<file path="src/rtl/accel_result_collector.sv">
// accel_result_collector
//   Receiving end of the accelerator output stream. Every valid result is
//   captured into a first-word-fall-through FIFO together with its
//   end-of-frame tag, completed frames are counted, and dropped words raise
//   a sticky overflow flag. The host/DMA side drains the FIFO through a
//   valid/ready read port with zero read latency.
//
//   Optional feature macro: COLLECTOR_RELU_EN
//     defined   -> negative results are clamped to zero before storage
//     undefined -> results are stored bit-exact
module accel_result_collector #(
   parameter int N     = 16,
   parameter int Q     = 12,
   parameter int DEPTH = 16,
   parameter int AW    = 4
) (
   input  logic          clk,
   input  logic          global_rst,
   input  logic          clr,
   input  logic [N-1:0]  data_in,
   input  logic          valid_in,
   input  logic          end_in,
   input  logic          rd_ready,
   output logic [N-1:0]  rd_data,
   output logic          rd_valid,
   output logic          rd_last,
   output logic [AW:0]   count,
   output logic          overflow,
   output logic          frame_done,
   output logic [7:0]    frame_cnt
);

   // Occupancy value that means every slot holds a word.
   localparam logic [AW:0] FullCount = (AW+1)'(DEPTH);

   // The pointers wrap naturally only when DEPTH fills the pointer range,
   // and the fractional point must sit inside the word.
   if (((1 << AW) != DEPTH) || (Q < 0) || (Q >= N)) begin : g_param_check
      $error("accel_result_collector: DEPTH must equal 2**AW and Q must be in 0..N-1");
   end

   // Storage: each entry is {last, data}.
   logic [N:0]    mem [DEPTH];
   logic [AW-1:0] wr_ptr;
   logic [AW-1:0] rd_ptr;
   logic [AW:0]   count_q;
   logic          overflow_q;
   logic          frame_done_q;
   logic [7:0]    frame_cnt_q;

   logic          fifo_full;
   logic          fifo_nonempty;
   logic          pop_req;
   logic          push_en;
   logic          pop_en;
   logic          drop_word;
   logic [N-1:0]  store_data;

`ifdef COLLECTOR_RELU_EN
   // ReLU: a negative two's-complement result is replaced by zero; the
   // end-of-frame tag travels alongside untouched.
   always_comb begin
      store_data = data_in;
      if (data_in[N-1]) begin
         store_data = '0;
      end
   end
`else
   // Results are stored exactly as the accelerator produced them.
   always_comb begin
      store_data = data_in;
   end
`endif

   // Handshake decode. A pop in the same cycle frees a slot, so a full FIFO
   // still accepts a push when the consumer is reading. clr overrides every
   // other event in its cycle.
   always_comb begin
      fifo_full     = (count_q == FullCount);
      fifo_nonempty = (count_q != '0);
      pop_req       = fifo_nonempty && rd_ready;
      pop_en        = pop_req && !clr;
      push_en       = valid_in && (!fifo_full || pop_req) && !clr;
      drop_word     = valid_in && fifo_full && !pop_req && !clr;
   end

   // Storage array; cleared on reset so the read port shows zero before any
   // word has ever been written. clr leaves contents alone because an empty
   // FIFO's head word is stale by definition.
   always_ff @(posedge clk or posedge global_rst) begin
      if (global_rst) begin
         for (int i = 0; i < DEPTH; i++) begin
            mem[i] <= '0;
         end
      end else if (push_en) begin
         mem[wr_ptr] <= {end_in, store_data};
      end
   end

   // Write pointer advances on every accepted push and wraps mod DEPTH.
   always_ff @(posedge clk or posedge global_rst) begin
      if (global_rst) begin
         wr_ptr <= '0;
      end else if (clr) begin
         wr_ptr <= '0;
      end else if (push_en) begin
         wr_ptr <= wr_ptr + 1'b1;
      end
   end

   // Read pointer advances on every accepted pop and wraps mod DEPTH.
   always_ff @(posedge clk or posedge global_rst) begin
      if (global_rst) begin
         rd_ptr <= '0;
      end else if (clr) begin
         rd_ptr <= '0;
      end else if (pop_en) begin
         rd_ptr <= rd_ptr + 1'b1;
      end
   end

   // Occupancy is kept in its own counter instead of subtracting pointers,
   // which cannot tell full from empty when they are equal.
   always_ff @(posedge clk or posedge global_rst) begin
      if (global_rst) begin
         count_q <= '0;
      end else if (clr) begin
         count_q <= '0;
      end else begin
         case ({push_en, pop_en})
            2'b10:   count_q <= count_q + 1'b1;
            2'b01:   count_q <= count_q - 1'b1;
            default: count_q <= count_q;
         endcase
      end
   end

   // Sticky overflow: set when a valid word had nowhere to go.
   always_ff @(posedge clk or posedge global_rst) begin
      if (global_rst) begin
         overflow_q <= 1'b0;
      end else if (clr) begin
         overflow_q <= 1'b0;
      end else if (drop_word) begin
         overflow_q <= 1'b1;
      end
   end

   // Frame tracking: end_in closes a frame whether or not its word was
   // valid or stored, so a dropped last word still completes the frame.
   always_ff @(posedge clk or posedge global_rst) begin
      if (global_rst) begin
         frame_done_q <= 1'b0;
         frame_cnt_q  <= '0;
      end else if (clr) begin
         frame_done_q <= 1'b0;
         frame_cnt_q  <= '0;
      end else begin
         frame_done_q <= end_in;
         if (end_in) begin
            frame_cnt_q <= frame_cnt_q + 8'd1;
         end
      end
   end

   // Read port: head word falls through combinationally from the array.
   always_comb begin
      {rd_last, rd_data} = mem[rd_ptr];
      rd_valid           = fifo_nonempty;
      count              = count_q;
      overflow           = overflow_q;
      frame_done         = frame_done_q;
      frame_cnt          = frame_cnt_q;
   end

endmodule

</file>
<file path="config.mk">
export PLATFORM = sky130hd
export DESIGN_NAME = accel_result_collector
export DESIGN_NICKNAME = d
export VERILOG_FILES = /design/src/rtl/accel_result_collector.sv
export SDC_FILE = /design/constraint.sdc
export NUM_CORES = 1
export LEC_CHECK = 0
export CAP_MARGIN = 30
export CORE_AREA = 4 4 166 201
export CTS_CLUSTER_SIZE = 16
export DETAILED_ROUTE_END_ITERATION = 8
export DIE_AREA = 0 0 170 205
export SYNTH_ARGS = -nofsm -noshare
export SYNTH_HDL_FRONTEND = slang
export SYNTH_SLANG_ARGS = --single-unit
</file>
<file path="constraint.sdc">
create_clock -name clk -period 28.3 [get_ports clk]
set_input_delay 7.075 -clock clk [delete_from_list [all_inputs] [get_ports clk]]
set_output_delay 7.075 -clock clk [all_outputs]
set_load 0.02 [all_outputs]
</file>
**Word level (Yosys, flattened, before mapping)**

Cells that the tools add are included.

- Bits of input ports: 22
- Register bits after elaboration: 295
- Word-level logic and storage cells: 70
- Output and inout bits: 33

- Equal/unequal tests: 3
- Reduce and logical (&&, ||, !) cells: 18
- Bitwise logic cells: 2
- Muxes and demuxes: 17
- $add $sub $neg: 5
- $lt $le $gt $ge: 3

Operators by type and width:

| operator | count |
|---|---|
| 272-bit bitwise mux | 1 |
| 17-bit binary-select mux with 4-bit select | 1 |
| 17-bit demux with 4-bit select | 1 |
| 17-bit 2-to-1 mux | 3 |
| 4-bit 2-to-1 mux | 4 |
| 8-bit 2-to-1 mux | 2 |
| 5-bit >= comparator, second input constant | 2 |
| 4-bit NOT with 5-bit output | 2 |
| 5-bit one-hot mux with 2 select lines | 1 |
| 4-bit by 1-bit adder with 4-bit output, second input constant | 2 |
| 8-bit by 1-bit adder with 8-bit output, second input constant | 1 |
| 1-bit logical AND | 8 |
| 2-bit nonzero test | 4 |
| 5-bit by 1-bit adder with 5-bit output, second input constant | 1 |
| 5-bit equality test, second input constant | 1 |
| 5-bit by 1-bit < comparator with 1-bit output, second input constant | 1 |
| 5-bit 2-to-1 mux | 1 |
| 5-bit nonzero test | 1 |
| 5-bit by 1-bit subtractor with 5-bit output, second input constant | 1 |
| 1-bit logical NOT | 3 |
| 1-bit 2-to-1 mux | 3 |
| 3-bit nonzero test | 1 |
| 2-bit by 1-bit equality test with 1-bit output, second input constant | 1 |
| 2-bit equality test, second input constant | 1 |
| 1-bit logical OR | 1 |

**Depth between registers and ports, before layout**

Gate-level depths: netlist of run 1.

- Depth in word-level cells: 8
- Gate-level depth with buffers: 10
- Gate-level depth less buffers: 9

**Worst setup path after synthesis of run 1**

No wires, ideal clock.

- Path kind: input to register
- From: input clr
- To: register count_q[4] (netlist: count[4])
- Data required time: 28.176 ns
- Stages on the path: 10
- Setup slack: 19.135 ns
- Data arrival time: 9.041 ns
- Cells stage by stage: buf_2 or3b_2 o21bai_2 xnor2_1 ha_1 nor4_1 nor2_1 mux2i_1 nor3b_1 a211o_1

- Cells in the longest elaborated chain, start to end: 5
- Elaborated cells between the ends (all ways): 8
- Those cells by class: eq/ne (2); mux (2); reduce/logical (4)

Ends and longest elaborated chain:

| element | line | RTL |
|---|---|---|
| from (decl) | 19 | `input logic clr,` |
| 1-bit logical NOT | 82, 83 |  |
| 1-bit logical AND (on tied branches) | 82, 83 |  |
| 2-bit by 1-bit equality test with 1-bit output or 2-bit equality test (tied branches) | 130 | `case ({push_en, pop_en})` |
| 5-bit one-hot mux with 2 select lines | 130 |  |
| 5-bit 2-to-1 mux | 127 | `end else if (clr) begin` |
| to (signal assigned) | 131 | `2'b10: count_q <= count_q + 1'b1;` |
| to (signal assigned) | 132 | `2'b01: count_q <= count_q - 1'b1;` |
| to (signal assigned) | 133 | `default: count_q <= count_q;` |
| to (decl) | 46 | `logic [AW:0] count_q;` |

Several ways; a longest one is shown, not always the timed one.
A chain may end at the register's enable or synchronous reset.

**Worst setup path in the final report of run 1**

- From: register rd_ptr[0]
- To: output rd_data[10]

- Cells in the longest elaborated chain, start to end: 4

Ends and longest elaborated chain:

| element | line | RTL |
|---|---|---|
| from (decl) | 45 | `logic [AW-1:0] rd_ptr;` |
| from (signal assigned) | 118 | `rd_ptr <= rd_ptr + 1'b1;` |
| 4-bit NOT with 5-bit output (implied by the code) | 168 | `{rd_last, rd_data} = mem[rd_ptr];` |
| 17-bit binary-select mux with 4-bit select | 168 |  |
| 17-bit 2-to-1 mux (implied by the code) (2 in a row) | 168 |  |
| to (decl) | 24 | `output logic [N-1:0] rd_data,` |

No other way between the ends. The select of a mux whose other input is x is not followed.

==> results of run 1 <==
cells by family (layout without fill, tap and decap cells):
family | after synthesis | after routing | share of synthesized area, %
XOR/XNOR | 13 | 13 | 0.833
buffers and inverters | 70 | 133 | 2.83
AND/OR/NAND/NOR | 81 | 81 | 4.09
flip-flops | 295 | 295 | 54.0
AO/OA/AOI/OAI | 19 | 19 | 0.915
multiplexers | 360 | 360 | 36.6
adder cells (fa/ha/maj) | 8 | 8 | 0.732
how the worst min path moves through the flow:
| stage | startpoint | to | slack (ns) | cells after the start |
|---|---|---|---|---|
| after floorplan | mem[43] | mem[43] | 0.47 | 1 |
| after global placement | mem[5] | mem[5] | 0.48 | 1 |
| after detailed placement | mem[17] | mem[17] | 0.49 | 1 |
| after CTS | mem[17] | mem[17] | 0.50 | 1 |
| after global routing | mem[153] | mem[153] | 0.51 | 1 |
| final | mem[23] | mem[23] | 0.50 | 1 |
metal layers:
| layer | track usage, % | vias up | share of wire (%) |
|---|---|---|---|
| met5 | 0 | - | 0 |
| met4 | 3.11 | 0 | 1.3 |
| met1 | 25.9 | 4061 | 44 |
| met2 | 32.4 | 104 | 51 |
| met3 | 2.43 | 37 | 3.3 |
| li1 | - | 3227 | - |
power by group through the flow:
stage | Combinational, W | Clock, W | Sequential (W)
floorplan | 0.000219 | 0 | 0.000501
global placement | 0.000293 | 0 | 0.000528
CTS | 0.000299 | 0.000418 | 0.000521
global route | 0.000315 | 0.000434 | 0.000527
finish | 0.000294 | 0.000407 | 0.000519
detailed placement | 0.000298 | 0 | 0.000528
layout make-up:
| type | instances | area, um^2 | share of cell area, % |
|---|---|---|---|
| tap | 401 | 502 | 3.22 |
| clock buffer | 45 | 888 | 5.69 |
| multi-input combinational | 481 | 5930 | 38.0 |
| inverter | 5 | 26.3 | 0.168 |
| timing repair buffer | 76 | 746 | 4.78 |
| clock inverter | 7 | 125 | 0.802 |
| sequential | 295 | 7390 | 47.4 |
state kept, by name, summed over array words and instances (netlist names):
name,count
mem,272
frame_cnt,8
count,5
rd_ptr,4
wr_ptr,4
frame_done,1
overflow,1
placed cells by master, fill, tap and decap left out, drive strengths merged:
cell	instances
dfrtp	295
mux2	273
mux4	85
clkdlybuf4s50	54
clkbuf	45
nor2	23
buf	22
nand2	17
nand3	10
xor2	9
ha	8
a21oi	6
nor3	6
inv	6
o21ai	5
nand2b	4
xnor2	4
nand4	3
or3	3
clkinv	3
bufinv	3
nor4	3
nor2b	2
and3	2
mux2i	2
a22oi	2
a31oi	2
nand3b	1
and2b	1
and4	1
or4	1
or3b	1
o21bai	1
or2	1
nor3b	1
nor4b	1
a211o	1
o41ai	1
o31ai	1
critical path, stage by stage (launching register included):
cell             delay, ns
dfrtp_4               0.89
buf_4                 0.74
mux4_2                0.58
mux4_2                0.52
clkdlybuf4s50_1       0.60
per-stage QoR:
step           cell area (um^2)  util [%]  setup slack, ns  hold WS (ns)  power (W)
4_1_cts                   15600      50.0            17.15         0.500    0.00124
3_5_place_dp              14600      46.8            17.78         0.487   0.000826
3_3_place_gp              14500      46.6            17.78         0.482   0.000821
2_1_floorplan             13700         -            13.08         0.474   0.000721
6_report                  15600      50.0            17.27         0.496    0.00122
5_1_grt                   15600      50.0            17.01         0.512    0.00128
==> results_dict.tcl, run 1 <==
set metrics [dict create \
    slew_viol_final 0 \
    wirelength_mm 31.9 \
    r2r_start "count[1]" \
    die_h_um 205 \
    seq_area_frac_synth_pct 54.0 \
    slew_headroom_pct 44.6 \
    worstPathMaxFanout 39 \
    synth_area_per_cell_um2 16.2 \
    synthCells 846 \
    yosysTopAreaCellShare_pct 54.0 \
    sequentialPowerShare_pct 42.5 \
    p_int_w 0.000876 \
    post_cts_buffers 0 \
    startpoint_type "register" \
    cts_tree "yes" \
    layout_min_cycle_time_ns 11.03 \
    syn-num-nets 876 \
    wl_per_cell_um 24.4 \
    nets 920 \
    cts.sinks 295 \
    synth_most_common_cell "dfrtp_1" \
    gp_congestion 0.705 \
    portBuffers 54 \
    drt_iter0_markers 387 \
    postCtsHoldBufs 0 \
    p_sw_w 0.000343 \
    hp-class "register to register" \
    diodes 0 \
    setup_viol 0 \
    finalCritPeriodShare_pct 39.0 \
    skew_ns 0.0149 \
    synthArstFlopShare_pct 100 \
    rrSetupSlack_ns 25.64 \
    grt_pass1_vias 7882 \
    io_pins 55 \
    drc 0 \
    synth_common_cells "dfrtp_1 (295), mux2_2 (273), mux4_2 (85)" \
    outcome "finished, final reports clean" \
    grt_overflow_total 0 \
    n_fill_cell 2633 \
    drt_pre_antenna_iters 4 \
    crit_path_start "rd_ptr[0]" \
    clk_pin_slew_worst_paths_ns 0.06 \
    hpwl_mm 18.1 \
    r2r_end "count[4]" \
    dpl.cell_count 1258 \
    cts_buffers 31 \
    drive_above_1_share_pct 49.4 \
    via_count 7429 \
    cts_resized 0 \
    p_comb_share_pct 24.1 \
    clock_latency_ns 0.57 \
    endpoint_kind "output pin" \
    p_leak_nw 7.07 \
    power_density_nw_per_um2 78.2 \
    final_cells 1310 \
    dieArea_um2 34900 \
    fp-row-count 71 \
    antenna_found_initial 1 \
    max_freq_mhz 90.6 \
    arrival_ns 3.96 \
    path_class "register to output pin" \
    synth-seq-cells 295 \
    synth_largest_area_cell "dfrtp_1" \
    globalRouteTotalUtil_pct 18.7 \
    yosys_warnings 0 \
    switching_share_pct 28.2 \
    synth_edf_count 0 \
    synthTopCellsByArea "dfrtp_1 (54%), mux2_2 (22%), mux4_2 (14%)" \
    rr_worst_depth 9 \
    vias_per_cell 5.67 \
    ant_nets 0 \
    synth_top_flop_cell "dfrtp_1" \
    clock_path_buffers 3 \
    grt_max_degree 78 \
    netlist_area_um2 13700 \
    cts_max_level 1 \
    grt_pass1_wl_mm 49.5 \
    required_ns 21.22 \
    drv_cap 0 \
    cts_root_buffer "clkbuf_16" \
    core-area_um2 31200 \
    fin_setup_tns_ns 0 \
    crit_end "rd_data[10]" \
    tightest_slew_ns 0.831 \
    ir_worst_vdd_v 0.0000642 \
    initial_core_util_pct 43.9 \
    hold_viol 0 \
    die-width_um 170 \
    clockPowerShare_pct 33.4 \
    rsz0062_at_grt "false" \
    synth.distinct_cells 48 \
    area_delta_synth_final_pct 14.1 \
]
No activity file was read; power rests on OpenSTA's default activity.
==> run 2, diff against run 1 <==
==> constraint.sdc (replaced) <==
create_clock -name clk -period 10.9 [get_ports clk]
set_input_delay 2.725 -clock clk [delete_from_list [all_inputs] [get_ports clk]]
set_output_delay 2.725 -clock clk [all_outputs]
set_load 0.02 [all_outputs]
==> results_dict.tcl, run 2 (synthesis gave the netlist of run 1 again) <==
set metrics [dict create \
    grt_overflow_total 0 \
    arrival_ns 3.91 \
    antenna_found_initial 3 \
    slew_headroom_pct 38.2 \
    crit_path_start "rd_ptr[0]" \
    setup_viol 0 \
    postCtsHoldBufs 0 \
    clock_latency_ns 0.56 \
    wl_per_cell_um 24.4 \
    cts.sinks 295 \
    critical_path.max_stage_delay_ns 0.84 \
    switching_share_pct 27.8 \
    required_ns 8.18 \
    drc 0 \
    p_leak_nw 7.07 \
    total_power_w 0.00320 \
    dpl.cell_count 1256 \
    hold_end "mem[18]" \
    drt_pre_antenna_iters 4 \
    io_pins 55 \
    n_fill_cell 2651 \
    max_freq_mhz 151 \
    die_h_um 205 \
    hp-class "register to register" \
    cp_slowest_cell "dfrtp_4" \
    cts_buffers 31 \
    rsz0062_at_grt "false" \
    hpwl_mm 17.7 \
    final_cell_mix "dfrtp_1 (293), mux2_2 (273), mux4_2 (85)" \
    gp_congestion 0.703 \
    drt_iter0_markers 404 \
    dieArea_um2 34900 \
    path_class "register to output pin" \
    hold_viol 0 \
    fp-row-count 71 \
    cts_max_level 1 \
    wirelength_mm 32.0 \
    cts_root_buffer "clkbuf_16" \
    final_common_cell "dfrtp_1" \
    p_sw_w 0.000890 \
    skew_ns 0.0149 \
    post_cts_buffers 0 \
    vias_per_cell 5.65 \
    largest_reg_flops 272 \
    critPathMostFrequentCell "mux4_2" \
    via_count 7425 \
    p_int_w 0.00231 \
    cts_resized 0 \
    grt_pass1_vias 7958 \
    clockPowerShare_pct 34.2 \
    cts_tree "yes" \
    clk_pin_slew_worst_paths_ns 0.06 \
    core-area_um2 31200 \
    largest-register "mem" \
    final_cells 1313 \
    r2r_end "count[4]" \
    rr_worst_depth 9 \
    ant_nets 0 \
    power_density_nw_per_um2 205 \
    hold_start "mem[18]" \
    worstPathCellList "buf_4 -> mux4_2 -> mux4_2 -> clkdlybuf4s50_1" \
    outcome "finished, final reports clean" \
    initial_core_util_pct 43.9 \
    finalCritPeriodShare_pct 60.9 \
    drv_cap 0 \
    rrSetupSlack_ns 8.22 \
    area_delta_synth_final_pct 14.1 \
    clock_path_buffers 3 \
    drive_above_1_share_pct 49.5 \
    ir_worst_vdd_v 0.000130 \
    grt_max_degree 88 \
    p_comb_share_pct 23.9 \
    worstPathMaxFanout 41 \
    hold_path_depth 1 \
    layout_min_cycle_time_ns 6.64 \
    fin_setup_tns_ns 0 \
    endpoint_kind "output pin" \
    portBuffers 54 \
    startpoint_type "register" \
    nets 918 \
    grt_pass1_wl_mm 49.9 \
    r2r_start "count[1]" \
    globalRouteTotalUtil_pct 18.9 \
    slew_viol_final 0 \
    sequentialPowerShare_pct 41.9 \
    die-width_um 170 \
    tightest_slew_ns 0.928 \
]
-- run 2: changes by cell type in the layout (fill, tap and decap cells not counted), sizes merged --
cell,previous run,this run
diode,0,1
clkbuf,45,47
bufinv,3,4
clkinvlp,0,1
buf,22,20
-- run 2: worst max-delay path by stage --
| stage | endpoint | slack [ns] | cells past startpoint |
|---|---|---|---|
| detailed placement | rd_data[8] | 4.73 | 4 |
| global placement | rd_data[8] | 4.76 | 4 |
| floorplan | count[0] | 0.03 | 1 |
| global route | rd_data[8] | 3.96 | 4 |
| finish | rd_data[8] | 4.26 | 4 |
| CTS | rd_data[8] | 4.13 | 4 |
-- run 2: area by class of cell --
cell class                 count  area [um^2]  area share [%]
tap                          401          502            3.22
timing repair buffer          74          691            4.43
inverter                       5         26.3           0.168
antenna                        1         2.50          0.0160
clock inverter                 9          151           0.970
clock buffer                  47          916            5.87
sequential                   295         7390            47.4
multi-input combinational    481         5930            38.0
-- run 2: critical path, delay by kind of cell, from the launching register on --
family | cells | cell delay (ns)
buf+inv | 2 | 1.40
flops | 1 | 0.84
mux | 2 | 1.09
-- run 2: power groups by stage --
stage / registers [W] / clock network, W / logic (W)
after detailed placement: 0.00136 / 0 / 0.000775
after CTS: 0.00134 / 0.00113 / 0.000778
after global routing: 0.00137 / 0.00117 / 0.000819
after floorplan: 0.00130 / 0 / 0.000570
after global placement: 0.00136 / 0 / 0.000763
final: 0.00134 / 0.00109 / 0.000764
-- run 2: stage by stage --
stage               worst slack [ns]  instance area [um^2]  util, %  hold slack [ns]
CTS                             4.13                 15600     50.0            0.501
detailed placement              4.73                 14500     46.6            0.488
global placement                4.76                 14500     46.6            0.482
global route                    3.96                 15600     50.0            0.506
floorplan                     0.0275                 13700        -            0.474
finish                          4.26                 15600     50.0            0.500
-- run 2: metal layers --
metal	share of wire [%]	track usage [%]	up-vias
met3	3.7	2.32	44
met5	0	0	-
li1	-	-	3241
met4	1.6	3.82	0
met1	43	25.7	4030
met2	52	32.8	110
